**src/rtl/checksum_pkg.sv**
```systemverilog
`default_nettype none
// ----------------------------------------------------------------------------
// Module   : checksum_pkg
// Purpose  : Shared state encoding and default sizing for the checksum
//            sequencer and its accumulator.
// Revision : 1.0 - initial release
// ----------------------------------------------------------------------------
package checksum_pkg;

   localparam int AW_DEF      = 4;
   localparam int DW_DEF      = 8;
   localparam int CW_DEF      = 16;
   localparam int N_WORDS     = 2**AW_DEF;
   localparam int BUSY_CYCLES = N_WORDS + 2;

   typedef enum logic [2:0] {
      ST_IDLE  = 3'd0,
      ST_PRIME = 3'd1,
      ST_ACCUM = 3'd2,
      ST_COMP  = 3'd3,
      ST_DONE  = 3'd4
   } state_e;

endpackage : checksum_pkg
`default_nettype wire

```
**src/rtl/checksum_accum.sv**
```systemverilog
`default_nettype none
// ----------------------------------------------------------------------------
// Module   : checksum_accum
// Purpose  : Modulo-2**DW running sum with a registered two's-complement
//            checksum captured on request.
// Revision : 1.0 - initial release
// ----------------------------------------------------------------------------
module checksum_accum import checksum_pkg::*; #(
   parameter int DW = DW_DEF
) (
   input  logic          clk,
   input  logic          reset,
   input  logic          clear_i,
   input  logic          add_i,
   input  logic [DW-1:0] data_i,
   input  logic          load_i,
   output logic [DW-1:0] checksum_o
);

   localparam logic [DW-1:0] c_one = {{(DW-1){1'b0}}, 1'b1};

   logic [DW-1:0] sum_q, sum_d;
   logic [DW-1:0] checksum_q, checksum_d;

   // Next sum (clear wins over add) and checksum capture; carries fall off the top.
   always_comb begin
      sum_d      = sum_q;
      checksum_d = checksum_q;
      if (clear_i) begin
         sum_d = '0;
      end else if (add_i) begin
         sum_d = sum_q + data_i;
      end
      if (load_i) begin
         checksum_d = (~sum_q) + c_one;
      end
   end

   // Sum and checksum registers; checksum holds until the next capture.
   always_ff @(posedge clk or posedge reset) begin
      if (reset) begin
         sum_q      <= '0;
         checksum_q <= '0;
      end else begin
         sum_q      <= sum_d;
         checksum_q <= checksum_d;
      end
   end

   assign checksum_o = checksum_q;

endmodule : checksum_accum
`default_nettype wire

```
**src/rtl/checksum_sequencer.sv**
```systemverilog
`default_nettype none
// ----------------------------------------------------------------------------
// Module   : checksum_sequencer
// Purpose  : Owns the single RAM port, sharing it between the UI entry path
//            and a checksum engine that walks every word and reports the
//            two's-complement checksum and busy-cycle count.
// Revision : 1.0 - initial release
// ----------------------------------------------------------------------------
module checksum_sequencer import checksum_pkg::*; #(
   parameter int AW = AW_DEF,
   parameter int DW = DW_DEF,
   parameter int CW = CW_DEF
) (
   input  logic          clk,
   input  logic          reset,
   input  logic          ui_req,
   input  logic          ui_we,
   input  logic [AW-1:0] ui_addr,
   input  logic [DW-1:0] ui_wdata,
   output logic          ui_gnt,
   output logic [DW-1:0] ui_rdata,
   input  logic          run,
   output logic          busy,
   output logic          done,
   output logic [DW-1:0] checksum,
   output logic [CW-1:0] cycles,
   output logic          ram_we,
   output logic [AW-1:0] ram_addr,
   output logic [DW-1:0] ram_din,
   input  logic [DW-1:0] ram_dout
);

   // Index runs one past the last word so the final accumulate cycle is visible.
   localparam logic [AW:0]   c_n_words   = (AW+1)'(2**AW);
   localparam logic [AW:0]   c_idx_one   = {{AW{1'b0}}, 1'b1};
   localparam logic [AW-1:0] c_last_addr = '1;
   localparam logic [CW-1:0] c_cyc_one   = {{(CW-1){1'b0}}, 1'b1};

   state_e        state_q, state_d;
   logic [AW:0]   idx_q, idx_d;
   logic [CW-1:0] cycles_q, cycles_d;
   logic          acc_clear, acc_add, acc_load;

   // Saturating busy-cycle increment shared by all busy states.
   function automatic logic [CW-1:0] cyc_inc(input logic [CW-1:0] c);
      return (c == '1) ? c : c + c_cyc_one;
   endfunction

   // Next-state, port steering and engine control.
   always_comb begin
      state_d   = state_q;
      idx_d     = idx_q;
      cycles_d  = cycles_q;
      acc_clear = 1'b0;
      acc_add   = 1'b0;
      acc_load  = 1'b0;
      busy      = 1'b0;
      done      = 1'b0;
      ui_gnt    = 1'b0;
      ram_we    = 1'b0;
      ram_addr  = '0;
      ram_din   = '0;
      case (state_q)
         ST_IDLE: begin
            ui_gnt   = ui_req;
            ram_we   = ui_req & ui_we;
            ram_addr = ui_addr;
            ram_din  = ui_wdata;
            if (run) begin
               acc_clear = 1'b1;
               idx_d     = '0;
               cycles_d  = '0;
               state_d   = ST_PRIME;
            end
         end
         ST_PRIME: begin
            busy     = 1'b1;
            ram_addr = '0;
            idx_d    = c_idx_one;
            cycles_d = cyc_inc(cycles_q);
            state_d  = ST_ACCUM;
         end
         ST_ACCUM: begin
            busy     = 1'b1;
            acc_add  = 1'b1;
            ram_addr = (idx_q < c_n_words) ? idx_q[AW-1:0] : c_last_addr;
            idx_d    = idx_q + c_idx_one;
            cycles_d = cyc_inc(cycles_q);
            if (idx_q == c_n_words) begin
               state_d = ST_COMP;
            end
         end
         ST_COMP: begin
            busy     = 1'b1;
            acc_load = 1'b1;
            cycles_d = cyc_inc(cycles_q);
            state_d  = ST_DONE;
         end
         ST_DONE: begin
            done     = 1'b1;
            ui_gnt   = ui_req;
            ram_we   = ui_req & ui_we;
            ram_addr = ui_addr;
            ram_din  = ui_wdata;
            state_d  = ST_IDLE;
         end
         default: begin
            state_d = ST_IDLE;
         end
      endcase
   end

   // State, word index and cycle counter registers.
   always_ff @(posedge clk or posedge reset) begin
      if (reset) begin
         state_q  <= ST_IDLE;
         idx_q    <= '0;
         cycles_q <= '0;
      end else begin
         state_q  <= state_d;
         idx_q    <= idx_d;
         cycles_q <= cycles_d;
      end
   end

   checksum_accum #(
      .DW (DW)
   ) u_accum (
      .clk        (clk),
      .reset      (reset),
      .clear_i    (acc_clear),
      .add_i      (acc_add),
      .data_i     (ram_dout),
      .load_i     (acc_load),
      .checksum_o (checksum)
   );

   assign cycles   = cycles_q;
   assign ui_rdata = ram_dout;

endmodule : checksum_sequencer
`default_nettype wire
```
**config.mk**
```make
export PLATFORM = sky130hd
export DESIGN_NAME = checksum_sequencer
export DESIGN_NICKNAME = d
export VERILOG_FILES = /design/src/rtl/checksum_pkg.sv /design/src/rtl/checksum_accum.sv /design/src/rtl/checksum_sequencer.sv
export SDC_FILE = /design/constraint.sdc
export NUM_CORES = 1
export LEC_CHECK = 0
export BUFFER_PORTS_ARGS = -buffer_cell sky130_fd_sc_hd__buf_2
export CORE_ASPECT_RATIO = 2
export CORE_MARGIN = 10
export CORE_UTILIZATION = 51
export DETAILED_ROUTE_END_ITERATION = 8
export PLACE_DENSITY = 0.79
export SETUP_SLACK_MARGIN = 0.02
export SLEW_MARGIN = 10
export SYNTH_ARGS = -nofsm -noshare
export SYNTH_HDL_FRONTEND = slang
export SYNTH_SLANG_ARGS = --single-unit
```
**constraint.sdc**
```tcl
create_clock -name clk -period 3.6 [get_ports clk]
set_input_delay 0 -clock clk [delete_from_list [all_inputs] [get_ports clk]]
set_output_delay 0 -clock clk [all_outputs]
set_load 0.03 [all_outputs]
```
==> flow_summary.json <==
{
  "cts_resized": 0,
  "async_flop_share": 1.00,
  "die_w_um": 70.0,
  "crit_chain": "nor2_2, or2_2, inv_1, and2_4, a21oi_1, o21ba_1",
  "rrSetupSlack_ns": 1.33,
  "fin_crit_ns": 2.27,
  "crit_type": "reg2reg",
  "cts.clk_slew.worst_paths_ns": 0.08,
  "final_cell_mix": "72 x buf_2, 40 x dfrtp_1, 37 x o21ai_0",
  "hold_start": "run",
  "synthXorXnorAreaFrac": 0.0446,
  "r2r_start": "state_q[0]$_DFFE_PP0P_",
  "pwr-share-clk": 0.164,
  "hp-class": "in2reg",
  "p_seq_frac": 0.305,
  "grt_pass1_wl_um": 11400,
  "dp_hpwl_um": 5350,
  "synth_area_per_cell_sq_um": 8.77,
  "drive_gt1_frac": 0.258,
  "hold_viol_final": 0,
  "hold_end": "state_q[0]$_DFFE_PP0P_",
  "grt.overflow.total": 0,
  "track_usage": 0.164,
  "clockBufferDepth": 2,
  "end_kind": "flop",
  "clock_skew_ns": 0.00469,
  "synth_cells": 291,
  "intPower_w": 0.00129,
  "start_kind": "flop",
  "ys_ff_latch": 40,
  "insertion_delay_ns": 0.30,
  "antenna_found_initial": 0,
  "power_density_nw_per_um2": 829,
  "holdPathStages": 3,
  "synth_compound_area_frac": 0.190,
  "drt-vias-per-instance": 5.68,
  "swShare": 0.480,
  "area_growth_syn_to_layout_pct": 17.4,
  "fin_nets": 389,
  "register_area_sq_um": 1000,
  "path_max_fanout": 17,
  "finalSetupTns_ns": 0,
  "seq_area_frac_synth": 0.392,
  "synth-simple-area-share": 0.233,
  "first_pass_iters": 4,
  "rsz0062_at_grt": "false",
  "die_area_sq_um": 8410,
  "max_freq_mhz": 441,
  "syn_nets": 328,
  "slew_headroom": 0.527,
  "numCtsBuffers": 5,
  "fp.dieH_um": 120,
  "yosys.area.top_type": "dfrtp_1",
  "synth-warning-count": 0,
  "synth_mux_area_frac": 0.0123,
  "diodes": 0,
  "power.switching_w": 0.00119,
  "cp.required_ns": 3.80,
  "final_common_cell": "buf_2",
  "ant_nets": 0,
  "port_buffers": 72,
  "synth_area_sq_um": 2550,
  "rows": 36,
  "slowest_delay_ns": 0.53,
  "maxCapViolCount": 0,
  "fp.coreArea_sq_um": 4860,
  "post-route-drc-count": 0,
  "clockRootBuffer": "clkbuf_8",
  "min_period_over_period": 0.630,
  "synth_fa_ha_area_frac": 0.0618,
  "pin_count": 73,
  "ys_types": 55,
  "vias": 2327,
  "worstMarginPinSlew_ns": 0.707,
  "cts_htree_levels": 2,
  "fill_cells": 467,
  "start_util": 0.525,
  "multi_input_area_sq_um": 1380,
  "ys.flop_type": "dfrtp_1",
  "crit_arrival_ns": 2.46,
  "peakVddDrop_uv": 475,
  "wl_um": 6900,
  "synth_top_family_by_area": "simple AND/OR/NAND/NOR gates",
  "synth_area_leaders": "dfrtp_1 39%, o21ai_0 7.3%, ha_1 5.4%",
  "leakage_nw": 1.49,
  "grt_max_degree": 41,
  "reg2reg_to": "cycles[13]$_DFFE_PP0P_",
  "combPwrFrac": 0.532,
  "cts.sinks": 40,
  "first_iter_violations": 194,
  "cts_setup_buffers": 0,
  "cts_tree": "built",
  "total_power_w": 0.00248,
  "setup-violations-final": 0,
  "place_congestion": 0.928,
  "synth-edff-count": 0,
  "synth_top_area_frac": 0.392,
  "grt_pass1_vias": 2324,
  "cp_slowest_cell": "nor2_2",
  "maxSlewViolCount": 0,
  "status": "finished, final reports clean",
  "wl_per_cell_um": 16.8,
  "reg2reg_depth": 6
}
## critical path: cells and delay by family (launching register included)
family	cells	cell delay (ns)
AO/OA/AOI/OAI	2	0.27
buffers and inverters	1	0.20
flip-flops	1	0.52
AND/OR/NAND/NOR	3	1.18
## through the flow
| stage | setup slack, ns | hold slack (ns) | instances | util | area (sq um) |
|---|---|---|---|---|---|
| after floorplan | 1.52 | 0.132 | 291 | - | 2550 |
| after global placement | 1.41 | 0.148 | 401 | 0.588 | 2860 |
| after detailed placement | 1.31 | 0.158 | 401 | 0.588 | 2860 |
| after CTS | 1.31 | 0.0501 | 410 | 0.616 | 3000 |
| after global routing | 1.16 | 0.0734 | 410 | 0.616 | 3000 |
| final | 1.33 | 0.0602 | 410 | 0.616 | 3000 |
## power groups by stage
stage	Clock, W	Combinational, W	Sequential (W)
CTS	0.000414	0.00133	0.000753
detailed placement	0	0.00133	0.000762
finish	0.000406	0.00132	0.000757
global placement	0	0.00129	0.000756
global route	0.000432	0.00146	0.000780
floorplan	0	0.000952	0.000815
## routing by layer
| layer | GRT usage | vias to the layer above | part of all wire |
|---|---|---|---|
| li1 | - | 1151 | - |
| met1 | 0.161 | 1096 | 0.35 |
| met2 | 0.308 | 68 | 0.58 |
| met3 | 0.0322 | 12 | 0.045 |
| met4 | 0.0906 | 0 | 0.027 |
| met5 | 0 | - | 0 |
## area by class of cell
class                   instances  area share
clock buffers                   7      0.0322
clock inverters                 1      0.0100
inverters                      10      0.0125
multi-input cells             221       0.461
flip-flops and latches         40       0.334
well taps                      57      0.0238
repair buffers                 74       0.126
## sequential cells by signal (all words and copies together), names as in the netlist
signal and cells:
idx_q 5, cycles 16, u_accum.sum_q 8, u_accum.checksum_o 8, state_q 3
## synthesized netlist by cell type (all sizes together), types with 2 or more instances
cell type and instances:
a211oi 3, a21oi 10, a31oi 4, and2 11, and3 3, buf 15, clkbuf 5, dfrtp 40
ha 11, inv 10, mux2i 2, nand2 36, nand3 10, nand4 8, nor2 22, nor2b 2
nor3 7, nor3b 3, nor4b 2, o211ai 2, o21a 5, o21ai 39, o31ai 4, or2 2
or4 4, xnor2 4, xor2 9
## how the worst max path moves through the flow
stage / cells after the start / from / endpoint
final: 6 / state_q[0]$_DFFE_PP0P_ / cycles[13]$_DFFE_PP0P_
after global routing: 6 / u_accum.sum_q[1]$_DFFE_PP0P_ / u_accum.sum_q[7]$_DFFE_PP0P_
after CTS: 6 / u_accum.sum_q[1]$_DFFE_PP0P_ / u_accum.sum_q[7]$_DFFE_PP0P_
after detailed placement: 6 / u_accum.sum_q[1]$_DFFE_PP0P_ / u_accum.sum_q[7]$_DFFE_PP0P_
after global placement: 6 / state_q[0]$_DFFE_PP0P_ / cycles[13]$_DFFE_PP0P_
after floorplan: 7 / cycles[0]$_DFFE_PP0P_ / cycles[13]$_DFFE_PP0P_
## cells by family after synthesis
| group | count (synthesis) |
|---|---|
| DFF | 40 |
| adders and majority gates | 12 |
| muxes | 3 |
| AOI/OAI and AO/OA | 78 |
| buffers and inverters | 30 |
| and+or+nand+nor | 115 |
| xor gates and xnor gates | 13 |
## repair_timing
item / 4_1_cts / 5_1_grt
hold endpoints to repair: 40 / 0
hold buffers: 1 / 0
endpoints found under the setup margin: 0 / 0
Power figures use the tool's default switching activity.
